**src/rtl/t_pulse_sequencer.sv**
```systemverilog
// t_pulse_sequencer
// Emits a burst of single-cycle toggle-enable pulses (T) for a downstream
// D-based T flip-flop. Each command gives a pulse count and the number of
// T-low cycles placed between consecutive pulses. A command can be cancelled
// with abort. Completion is reported with a one-cycle done or aborted pulse.
// Every output comes straight from a flop: the output values for the next
// cycle are decoded from the next state and registered with the state.
module t_pulse_sequencer #(
  parameter int CNT_W = 8,
  parameter int GAP_W = 4
) (
  input  logic             clk,
  input  logic             reset,
  input  logic             cmd_valid,
  output logic             cmd_ready,
  input  logic [CNT_W-1:0] cmd_count,
  input  logic [GAP_W-1:0] cmd_gap,
  input  logic             abort,
  output logic             T,
  output logic             busy,
  output logic             done,
  output logic             aborted,
  output logic [CNT_W-1:0] pulse_cnt
);

  localparam logic [CNT_W-1:0] CNT_ONE = CNT_W'(1);
  localparam logic [GAP_W-1:0] GAP_ONE = GAP_W'(1);

  typedef enum logic [1:0] {
    S_IDLE  = 2'd0,
    S_PULSE = 2'd1,
    S_GAP   = 2'd2,
    S_FIN   = 2'd3
  } state_t;

  // Increment that sticks at all-ones. The command count already bounds the
  // pulse count, so this only guards against an impossible wrap.
  function automatic logic [CNT_W-1:0] f_sat_inc(input logic [CNT_W-1:0] v);
    if (v == '1) begin
      return v;
    end
    return v + CNT_ONE;
  endfunction

  // Control state and registered outputs
  state_t           r_state;
  logic             r_T;
  logic             r_busy;
  logic             r_ready;
  logic             r_done;
  logic             r_aborted;

  // Per-command working registers
  logic [CNT_W-1:0] r_pulse_cnt;
  logic [CNT_W-1:0] r_remaining;
  logic [GAP_W-1:0] r_gap_cfg;
  logic [GAP_W-1:0] r_gap_cnt;

  // Combinational decode
  state_t           w_next;
  logic             w_fin_abort;
  logic             w_hs;
  logic             w_last_pulse;
  logic             w_gap_end;
  logic             w_T_d;
  logic             w_busy_d;
  logic             w_ready_d;
  logic             w_done_d;
  logic             w_aborted_d;

  // A command is taken only while idle; anything offered otherwise is dropped.
  assign w_hs         = cmd_valid && (r_state == S_IDLE);
  // The pulse being emitted now is the last one of the command.
  assign w_last_pulse = (r_remaining == CNT_ONE);
  // The gap cycle being spent now is the last one before the next pulse.
  assign w_gap_end    = (r_gap_cnt == GAP_ONE);

  // State register plus output flops; reset beats handshake and abort.
  always_ff @(posedge clk) begin
    if (reset) begin
      r_state   <= S_IDLE;
      r_T       <= 1'b0;
      r_busy    <= 1'b0;
      r_ready   <= 1'b1;
      r_done    <= 1'b0;
      r_aborted <= 1'b0;
    end else begin
      r_state   <= w_next;
      r_T       <= w_T_d;
      r_busy    <= w_busy_d;
      r_ready   <= w_ready_d;
      r_done    <= w_done_d;
      r_aborted <= w_aborted_d;
    end
  end

  // Next-state selection; abort in PULSE/GAP outranks the last-pulse exit.
  always_comb begin
    w_next      = r_state;
    w_fin_abort = 1'b0;
    case (r_state)
      S_IDLE: begin
        if (w_hs) begin
          // A zero-length command completes without ever pulsing.
          w_next = (cmd_count == '0) ? S_FIN : S_PULSE;
        end
      end
      S_PULSE: begin
        if (abort) begin
          w_next      = S_FIN;
          w_fin_abort = 1'b1;
        end else if (w_last_pulse) begin
          w_next = S_FIN;
        end else if (r_gap_cfg == '0) begin
          w_next = S_PULSE;
        end else begin
          w_next = S_GAP;
        end
      end
      S_GAP: begin
        if (abort) begin
          w_next      = S_FIN;
          w_fin_abort = 1'b1;
        end else if (w_gap_end) begin
          w_next = S_PULSE;
        end
      end
      S_FIN: begin
        w_next = S_IDLE;
      end
      default: begin
        w_next = S_IDLE;
      end
    endcase
  end

  // Output values for the coming cycle, decoded from the next state.
  always_comb begin
    w_T_d       = (w_next == S_PULSE);
    w_busy_d    = (w_next == S_PULSE) || (w_next == S_GAP);
    w_ready_d   = (w_next == S_IDLE);
    w_done_d    = (w_next == S_FIN) && !w_fin_abort;
    w_aborted_d = (w_next == S_FIN) &&  w_fin_abort;
  end

  // Pulse counter: cleared on accept, bumped at the end of every PULSE
  // cycle (including one cut short by abort), held afterwards.
  always_ff @(posedge clk) begin
    if (reset) begin
      r_pulse_cnt <= '0;
    end else if (w_hs) begin
      r_pulse_cnt <= '0;
    end else if (r_state == S_PULSE) begin
      r_pulse_cnt <= f_sat_inc(r_pulse_cnt);
    end
  end

  // Command latch and pulses-remaining countdown.
  always_ff @(posedge clk) begin
    if (w_hs) begin
      r_remaining <= cmd_count;
      r_gap_cfg   <= cmd_gap;
    end else if (r_state == S_PULSE) begin
      r_remaining <= r_remaining - CNT_ONE;
    end
  end

  // Gap countdown: armed during each pulse, run down while in GAP.
  always_ff @(posedge clk) begin
    if (r_state == S_PULSE) begin
      r_gap_cnt <= r_gap_cfg;
    end else if (r_state == S_GAP) begin
      r_gap_cnt <= r_gap_cnt - GAP_ONE;
    end
  end

  assign cmd_ready = r_ready;
  assign T         = r_T;
  assign busy      = r_busy;
  assign done      = r_done;
  assign aborted   = r_aborted;
  assign pulse_cnt = r_pulse_cnt;

endmodule

```
**config.mk**
```make
export PLATFORM = sky130hd
export DESIGN_NAME = t_pulse_sequencer
export DESIGN_NICKNAME = d
export VERILOG_FILES = /design/src/rtl/t_pulse_sequencer.sv
export SDC_FILE = /design/constraint.sdc
export NUM_CORES = 1
export LEC_CHECK = 0
export CAP_MARGIN = 20
export CORE_ASPECT_RATIO = 0.8
export CORE_MARGIN = 8
export CORE_UTILIZATION = 52
export CTS_CLUSTER_DIAMETER = 60
export DETAILED_ROUTE_END_ITERATION = 6
export PLACE_DENSITY = 0.78
export SETUP_SLACK_MARGIN = 0.05
export SYNTH_ARGS = -nofsm -noshare
export SYNTH_HDL_FRONTEND = slang
export SYNTH_SLANG_ARGS = --single-unit
```
**constraint.sdc**
```tcl
create_clock -name clk -period 2.4 [get_ports clk]
set_clock_uncertainty 0.05 [all_clocks]
set_input_delay 0.48 -clock clk [delete_from_list [all_inputs] [get_ports clk]]
set_output_delay 0.48 -clock clk [all_outputs]
set_load 0.1 [all_outputs]
```
==> metrics, run 1 <==
period utilisation layout=0.938; GRT overflow=0; Synth cell types=37; Final Power=2.83 mW; EDFF count, synth=16; ANT cells=0; htree depth=2; post-synth net total=191; unrepaired setup endpoints after global routing=false; worst-path fanout max=4; most frequent cell after synthesis=nor2_1; area leader, netlist=edfxtp_1; final hold slack=0.495 ns; hold path cells=2; CORE AREA=3040 µm²; Die X=78.5 µm; # placed instances=236; top_reg_cell synth=edfxtp_1; DR vias/cell=5.52; hold_buf cts=0; worst-case clock buffer depth=2; global-route wire length before repair=6.33 mm; crit path kind=flop to flop; slew margin rel.=0.711; fill count=238; mapped cell area=1630 µm²; antenna-violating nets left=0; Critical Path RT=2.53 ns; WL per Instance=16.0 µm; Least-Margin Pin Slew=0.429 ns; post-synthesis sequential area ratio=0.480; Post-Layout Cell Count=244; GRT Util Overall=0.160; CP Launch Type=flop; clock sinks=31; FF-to-FF path depth=7; Final Hold Fails=0; Worst-path clk slew=0.07 ns; PortBufs=28; Rows=18; Starting DRT DRC Count=120; dpl ws=0.0285 ns; cts bufs inserted=5; synth top area cells=edfxtp_1 (30%), dfxtp_1 (18%), ha_1 (9.2%); fin. max-slew vios=0; layout cell share with drive strength beyond 1=0.191; fin area=2100 µm²; Synth Warn #=0; max-cap violations=0; vias in the first global route=1,329; initial antenna violation count=0; Routed Wire Length=3.91 mm; GPL Wtd Cong=0.893; min cycle time layout=2.25 ns; die area=5180 µm²; CTS tree=yes; CP Capture Type=flop; pwr dens=1350 nW/µm²; leakage=0.815 nW; CTS root buffer=clkbuf_8; residual DRC count=0; worst skew pair latency=0.29 ns; Ports=29; Yosys top cell area share=0.296; largest net degree at the start of global routing=18; peak supply drop=0.766 mV; outcome=finished, final reports clean; via count=1,348; Worst Path Arrival=2.38 ns; synthesis-stage register bit count=31; Avg Cell Area, Syn=9.97 µm²; placed standard-cell area=1980 µm²; final net count=231; DRT Pass-1 Iters=4; Async S/R FF share, synth=0; Synth-to-Final Area Change=29.3%; worst setup margin=0.149 ns; hpwl dp=2.92 mm; worst min-delay path class=flop to flop; Initial Utilization=0.535; fmax=0.444 GHz; post-route setup TNS=0 ns; most instantiated cells after synthesis=nor2_1 (20), edfxtp_1 (16), dfxtp_1 (15); Die H=66.0 µm; final design utilization=0.691; Syn Inst Count=163; Setup violations, final=0
[timing repair]
action                     in CTS  in global routing
setup endpoints to repair       0                  2
gates resized for setup         0                  2
buffers inserted                0                  0
[cell type report]
class,count,area (µm²),share of cell area
Timing Repair Buffer,37,315,0.150
Clock buffer,6,82.6,0.0393
Inverter,10,37.5,0.0179
Tap cell,40,50.0,0.0238
Clock inverter,2,35.0,0.0167
Sequential cell,31,781,0.371
Multi-Input combinational cell,118,801,0.381
[worst paths after layout]
check	startpoint	endpoint	slack [ns]
worst max-delay path	r_remaining[3]	cmd_ready	0.15
worst min-delay path	pulse_cnt[5]	pulse_cnt[5]	0.49
worst max register to register	r_remaining[3]	cmd_ready	0.15
worst min register to register	pulse_cnt[5]	pulse_cnt[5]	0.49
[metal layers]
layer	vias to the layer above	global-route usage	part of all wire
li1	666	-	-
met1	648	0.192	0.44
met2	28	0.252	0.49
met3	6	0.0693	0.054
met4	0	0.0530	0.012
met5	-	0	0
[worst max-delay path, stage by stage (launching register included)]
cell	delay, ns
edfxtp_1	0.44
or4_4	0.60
o211ai_1	0.22
a221oi_2	0.10
buf_4	0.15
nand2b_1	0.14
ha_1	0.17
or2_2	0.26
[registers in the layout (all words and copies together), names as in the netlist]
name and flops:
T 1, aborted 1, busy 1, cmd_ready 1, done 1, pulse_cnt 8, r_gap_cfg 4, r_gap_cnt 4
r_remaining 8, r_state 2
[placed cells by master (no fill, tap or decap), drive strengths merged, types with 5 or more instances in the layout]
cell,Yosys,final
a21oi,12,12
buf,1,22
clkbuf,3,6
clkdlybuf4s50,0,15
dfxtp,15,15
edfxtp,16,16
ha,12,12
inv,10,10
nand2,7,7
nand2b,5,5
nand3,7,7
nor2,20,20
nor4,5,5
o21ai,5,5
xnor2,5,5
[power by group]
group	switching (mW)	total, mW	internal (mW)
registers	0.128	0.962	0.834
logic	0.811	1.33	0.522
clock network	0.204	0.540	0.336
[logic make-up after synthesis]
group / count (synthesis) / synth area share
AO/OA/AOI/OAI: 26 / 0.0985
XOR/XNOR: 8 / 0.0431
adder cells (fa/ha/maj): 12 / 0.0924
buffers and inverters: 14 / 0.0323
flip-flops: 31 / 0.480
multiplexers: 4 / 0.0254
AND/OR/NAND/NOR: 68 / 0.228
Note: power is estimated with default switching activity, not from simulation.
==> run 2, diff against run 1 <==
- CORE_UTILIZATION: 52 -> 45
- PLACE_DENSITY: 0.78 -> 0.69
- SLEW_MARGIN: not set -> 30
==> metrics, run 2 (synthesis gave the netlist of run 1 again) <==
htree depth=2 (unchanged); Starting DRT DRC Count=83 (-31%); post-route setup TNS=0 ns (unchanged); final net count=234 (+1.3%); most frequent cells in the layout=buf_4 (25), nor2_1 (20), edfxtp_1 (16), dfxtp_1 (15), clkdlybuf4s50_1 (15); PortBufs=28 (unchanged); GRT overflow=0 (unchanged); fin area=2130 µm² (+1.2%); commonest non-fill, non-tap cell in the layout=buf_4; Worst-path clk slew=0.07 ns (about the same); CP Capture Type=flop; DR vias/cell=5.37 (-2.7%); layout cell share with drive strength beyond 1=0.208 (+0.0166); CTS tree=yes; ANT cells=0 (unchanged); leakage=0.828 nW (+1.5%); clock sinks=31 (unchanged); CTS root buffer=clkbuf_8; placed standard-cell area=1990 µm² (+0.51%); worst min-delay path class=flop to flop; final hold slack=0.499 ns (+0.00449 ns); Final Hold Fails=0 (unchanged); max-cap violations=0 (unchanged); min cycle time layout=2.23 ns (-0.0172 ns); worst setup margin=0.166 ns (+0.0172 ns); dpl ws=-0.0131 ns (-0.0416 ns); Synth-to-Final Area Change=30.9%; residual DRC count=0 (unchanged); Die X=83.2 µm (+6.0%); Initial Utilization=0.472 (-0.0631); GPL Wtd Cong=0.886 (-0.85%); hold_buf cts=0 (unchanged); largest net degree at the start of global routing=17 (-1); Ports=29 (unchanged); Rows=19 (+1); fmax=0.448 GHz (+0.77%); cts bufs inserted=5 (unchanged); fill count=282 (+18%); hpwl dp=2.79 mm (-4.3%); via count=1,338 (-0.74%); vias in the first global route=1,181 (-11%); Worst Path Arrival=2.35 ns (-0.03 ns); worst-path fanout max=4 (unchanged); global-route wire length before repair=5.66 mm (-11%); peak supply drop=0.862 mV (+13%); Critical Path RT=2.52 ns (about the same); hold path cells=2 (unchanged); die area=5800 µm² (+12%); initial antenna violation count=0 (unchanged); # placed instances=239 (+1.3%); final design utilization=0.617 (-0.0743); slew margin rel.=0.713 (+0.00221); Least-Margin Pin Slew=0.425 ns (-0.00328 ns); Register Area=781 µm² (unchanged); Post-Layout Cell Count=249 (+2.0%); Routed Wire Length=3.60 mm (-7.8%); crit path kind=flop to flop; CP Launch Type=flop; Die H=69.8 µm (+5.7%); CORE AREA=3450 µm² (+13%); Setup violations, final=0 (unchanged); DRT Pass-1 Iters=4 (unchanged); worst-case clock buffer depth=2 (unchanged); outcome=finished, final reports clean; worst skew pair latency=0.28 ns (about the same); unrepaired setup endpoints after global routing=false; Final Power=2.86 mW (+0.85%); antenna-violating nets left=0 (unchanged); GRT Util Overall=0.120 (-0.0402); fin. max-slew vios=0 (unchanged); FF-to-FF path depth=6 (-1); WL per Instance=14.5 µm (-9.7%); pwr dens=1340 nW/µm² (-0.33%); area of the multi-input gates=801 µm² (unchanged); period utilisation layout=0.931 (-0.00715)
[run 2: metal layers]
metal,part of all wire,vias to the layer above,track usage
met5,0,-,0
met4,0.016,0,0.0525
met3,0.042,7,0.0411
met2,0.40,23,0.148
met1,0.54,635,0.176
li1,-,673,-
[run 2: critical path, stage by stage (launching register included)]
cell and delay (ns):
edfxtp_1 0.42, or4_4 0.60, o211ai_1 0.22, a221oi_2 0.10, or2_1 0.28, ha_1 0.20, or2_2 0.26
[run 2: cell type report]
type,instances,area share
inverter,10,0.0176
timing repair buffer,40,0.159
clock inverter,2,0.0165
sequential,31,0.367
multi-input combinational,118,0.376
tap,42,0.0247
clock buffer,6,0.0388
[run 2: report_power, final]
group / internal [mW] / switching (mW)
logic: 0.554 / 0.817
clock network: 0.335 / 0.186
registers: 0.835 / 0.132
[run 2: worst paths after layout]
path                       start            to  slack, ns
setup / recovery  r_remaining[5]     cmd_ready       0.17
setup reg to reg  r_remaining[5]     cmd_ready       0.17
hold / removal      pulse_cnt[5]  pulse_cnt[5]       0.50
hold reg to reg     pulse_cnt[5]  pulse_cnt[5]       0.50
[run 2: timing repair]
action	in CTS	in global routing
endpoints found under the setup margin	1	1
gates cloned	0	0
resized for setup	1	2
pin swaps	1	6
setup buffers	1	2
==> run 3, diff against run 2 <==
- CORE_MARGIN: 8 -> 2
- SETUP_SLACK_MARGIN: 0.05 -> 0.1
==> metrics, run 3 (synthesis gave the netlist of run 1 again) <==
hpwl dp=2.67 mm (-4.3%); CTS root buffer=clkbuf_8; CP Launch Type=flop; min cycle time layout=2.21 ns (-0.0209 ns); antenna-violating nets left=0 (unchanged); Synth-to-Final Area Change=33.4%; leakage=0.841 nW (+1.5%); Setup violations, final=0 (unchanged); GPL Wtd Cong=0.825 (-6.9%); pwr dens=1360 nW/µm² (+0.85%); initial antenna violation count=0 (unchanged); Least-Margin Pin Slew=0.472 ns (+0.0463 ns); Initial Utilization=0.472 (unchanged); max-cap violations=0 (unchanged); DR vias/cell=5.28 (-1.8%); residual DRC count=0 (unchanged); DRT Pass-1 Iters=4 (unchanged); Comb power frac=0.491 (+0.012); period utilisation layout=0.922 (-0.00869); vias in the first global route=1,254 (+6.2%); global-route wire length before repair=5.88 mm (+3.8%); hold_buf cts=0 (unchanged); via count=1,330 (-0.60%); worst-case clock buffer depth=2 (unchanged); PortBufs=28 (unchanged); GRT Util Overall=0.191 (+0.0714); crit path kind=flop to flop; Die X=71.2 µm (-14%); fmax=0.452 GHz (+0.94%); Sequential Power Share=0.329 (-0.009); Final Power=2.94 mW (+2.8%); cell-internal power=1.77 mW (+2.8%); largest net degree at the start of global routing=17 (unchanged); CP Capture Type=flop; htree depth=2 (unchanged); Clk network pwr share=0.180 (-0.003); Ports=29 (unchanged); met2 WL post-DR=1.50 mm (+4.0%); GRT overflow=0 (unchanged); Worst-path clk slew=0.06 ns (about the same); CTS tree=yes; Final Hold Fails=0 (unchanged); slew margin rel.=0.685 (-0.0279); worst-path fanout max=3 (-1); top routing layer used=met4; peak supply drop=1.05 mV (+21%); worst skew pair latency=0.29 ns (about the same); cts bufs inserted=5 (unchanged); WL per Instance=14.2 µm (-2.2%); commonest non-fill, non-tap cell in the layout=buf_4; unrepaired setup endpoints after global routing=true; layout cell share with drive strength beyond 1=0.233 (+0.0256); most frequent cells in the layout=buf_4 (28), nor2_1 (20), edfxtp_1 (16), dfxtp_1 (15), clkdlybuf4s50_1 (15); fin. max-slew vios=0 (unchanged); sw power=1.17 mW (+2.8%); Rows=19 (unchanged); clock sinks=31 (unchanged); Starting DRT DRC Count=79 (-4.8%); Routed Wire Length=3.57 mm (-0.97%); final net count=237 (+1.3%); Worst Path Arrival=2.34 ns (about the same); reg2reg setup slack=0.19 ns (+0.02 ns); outcome=finished, final reports clean; worst min-delay path class=flop to flop; Critical Path RT=2.52 ns (about the same); WL met3=166 µm (+9.9%); die area=4110 µm² (-29%); Die H=57.8 µm (-17%); CORE AREA=3450 µm² (unchanged); M1 WL=1.84 mm (-6.0%); sw frac=0.397 (about the same); ANT cells=0 (unchanged); final hold slack=0.505 ns (+0.00600 ns)
==> run 3: worst paths after layout <==
kind                        from           end  depth (start not counted)
setup / recovery  r_remaining[1]     cmd_ready                          8
setup reg to reg  r_remaining[1]     cmd_ready                          8
hold reg to reg     pulse_cnt[5]  pulse_cnt[5]                          2
hold / removal      pulse_cnt[5]  pulse_cnt[5]                          2
==> run 3: per-stage QoR <==
stage	TNS, ns	cell area, µm²	worst slack [ns]	utilization	cells
4_1_cts	0	2120	0.125	0.616	248
2_1_floorplan	0	1630	0.180	-	163
3_5_place_dp	-0.204	1980	-0.108	0.574	238
6_report	0	2170	0.187	0.629	252
3_3_place_gp	-0.115	1980	-0.0645	0.574	238
5_1_grt	0	2170	0.0716	0.629	252
==> run 3: final cells by class <==
| class | count | area, µm² |
|---|---|---|
| fill | 285 | 1280 |
| multi-input combinational | 118 | 820 |
| sequential | 31 | 781 |
| timing repair buffer | 43 | 360 |
| clock buffer | 6 | 82.6 |
| tap | 42 | 52.6 |
| inverter | 10 | 37.5 |
| clock inverter | 2 | 35.0 |
==> run 3: power by group through the flow <==
stage	Clock [mW]	Sequential, mW	Combinational, mW
2_1_floorplan	0	1.19	0.692
3_3_place_gp	0	0.960	1.26
3_5_place_dp	0	0.971	1.30
4_1_cts	0.540	0.967	1.37
5_1_grt	0.555	0.991	1.61
6_report	0.529	0.968	1.44
==> run 3: critical path: stages (launching register included) <==
cell,delay [ns]
edfxtp_1,0.41
inv_2,0.08
ha_2,0.17
or3b_4,0.37
o211ai_1,0.28
a221oi_4,0.12
nand2b_1,0.18
ha_2,0.18
or2_2,0.26
==> run 3: what timing repair did <==
action,CTS,global route
pin swaps,3,4
buffers inserted,2,4
cloned,0,0
resized for setup,4,3
setup endpoints to repair,2,3
==> run 3: routing by layer <==
metal / vias up / GRT usage
met5: - / 0
li1: 680 / -
met2: 30 / 0.274
met1: 614 / 0.270
met3: 6 / 0.0522
met4: 0 / 0.0889
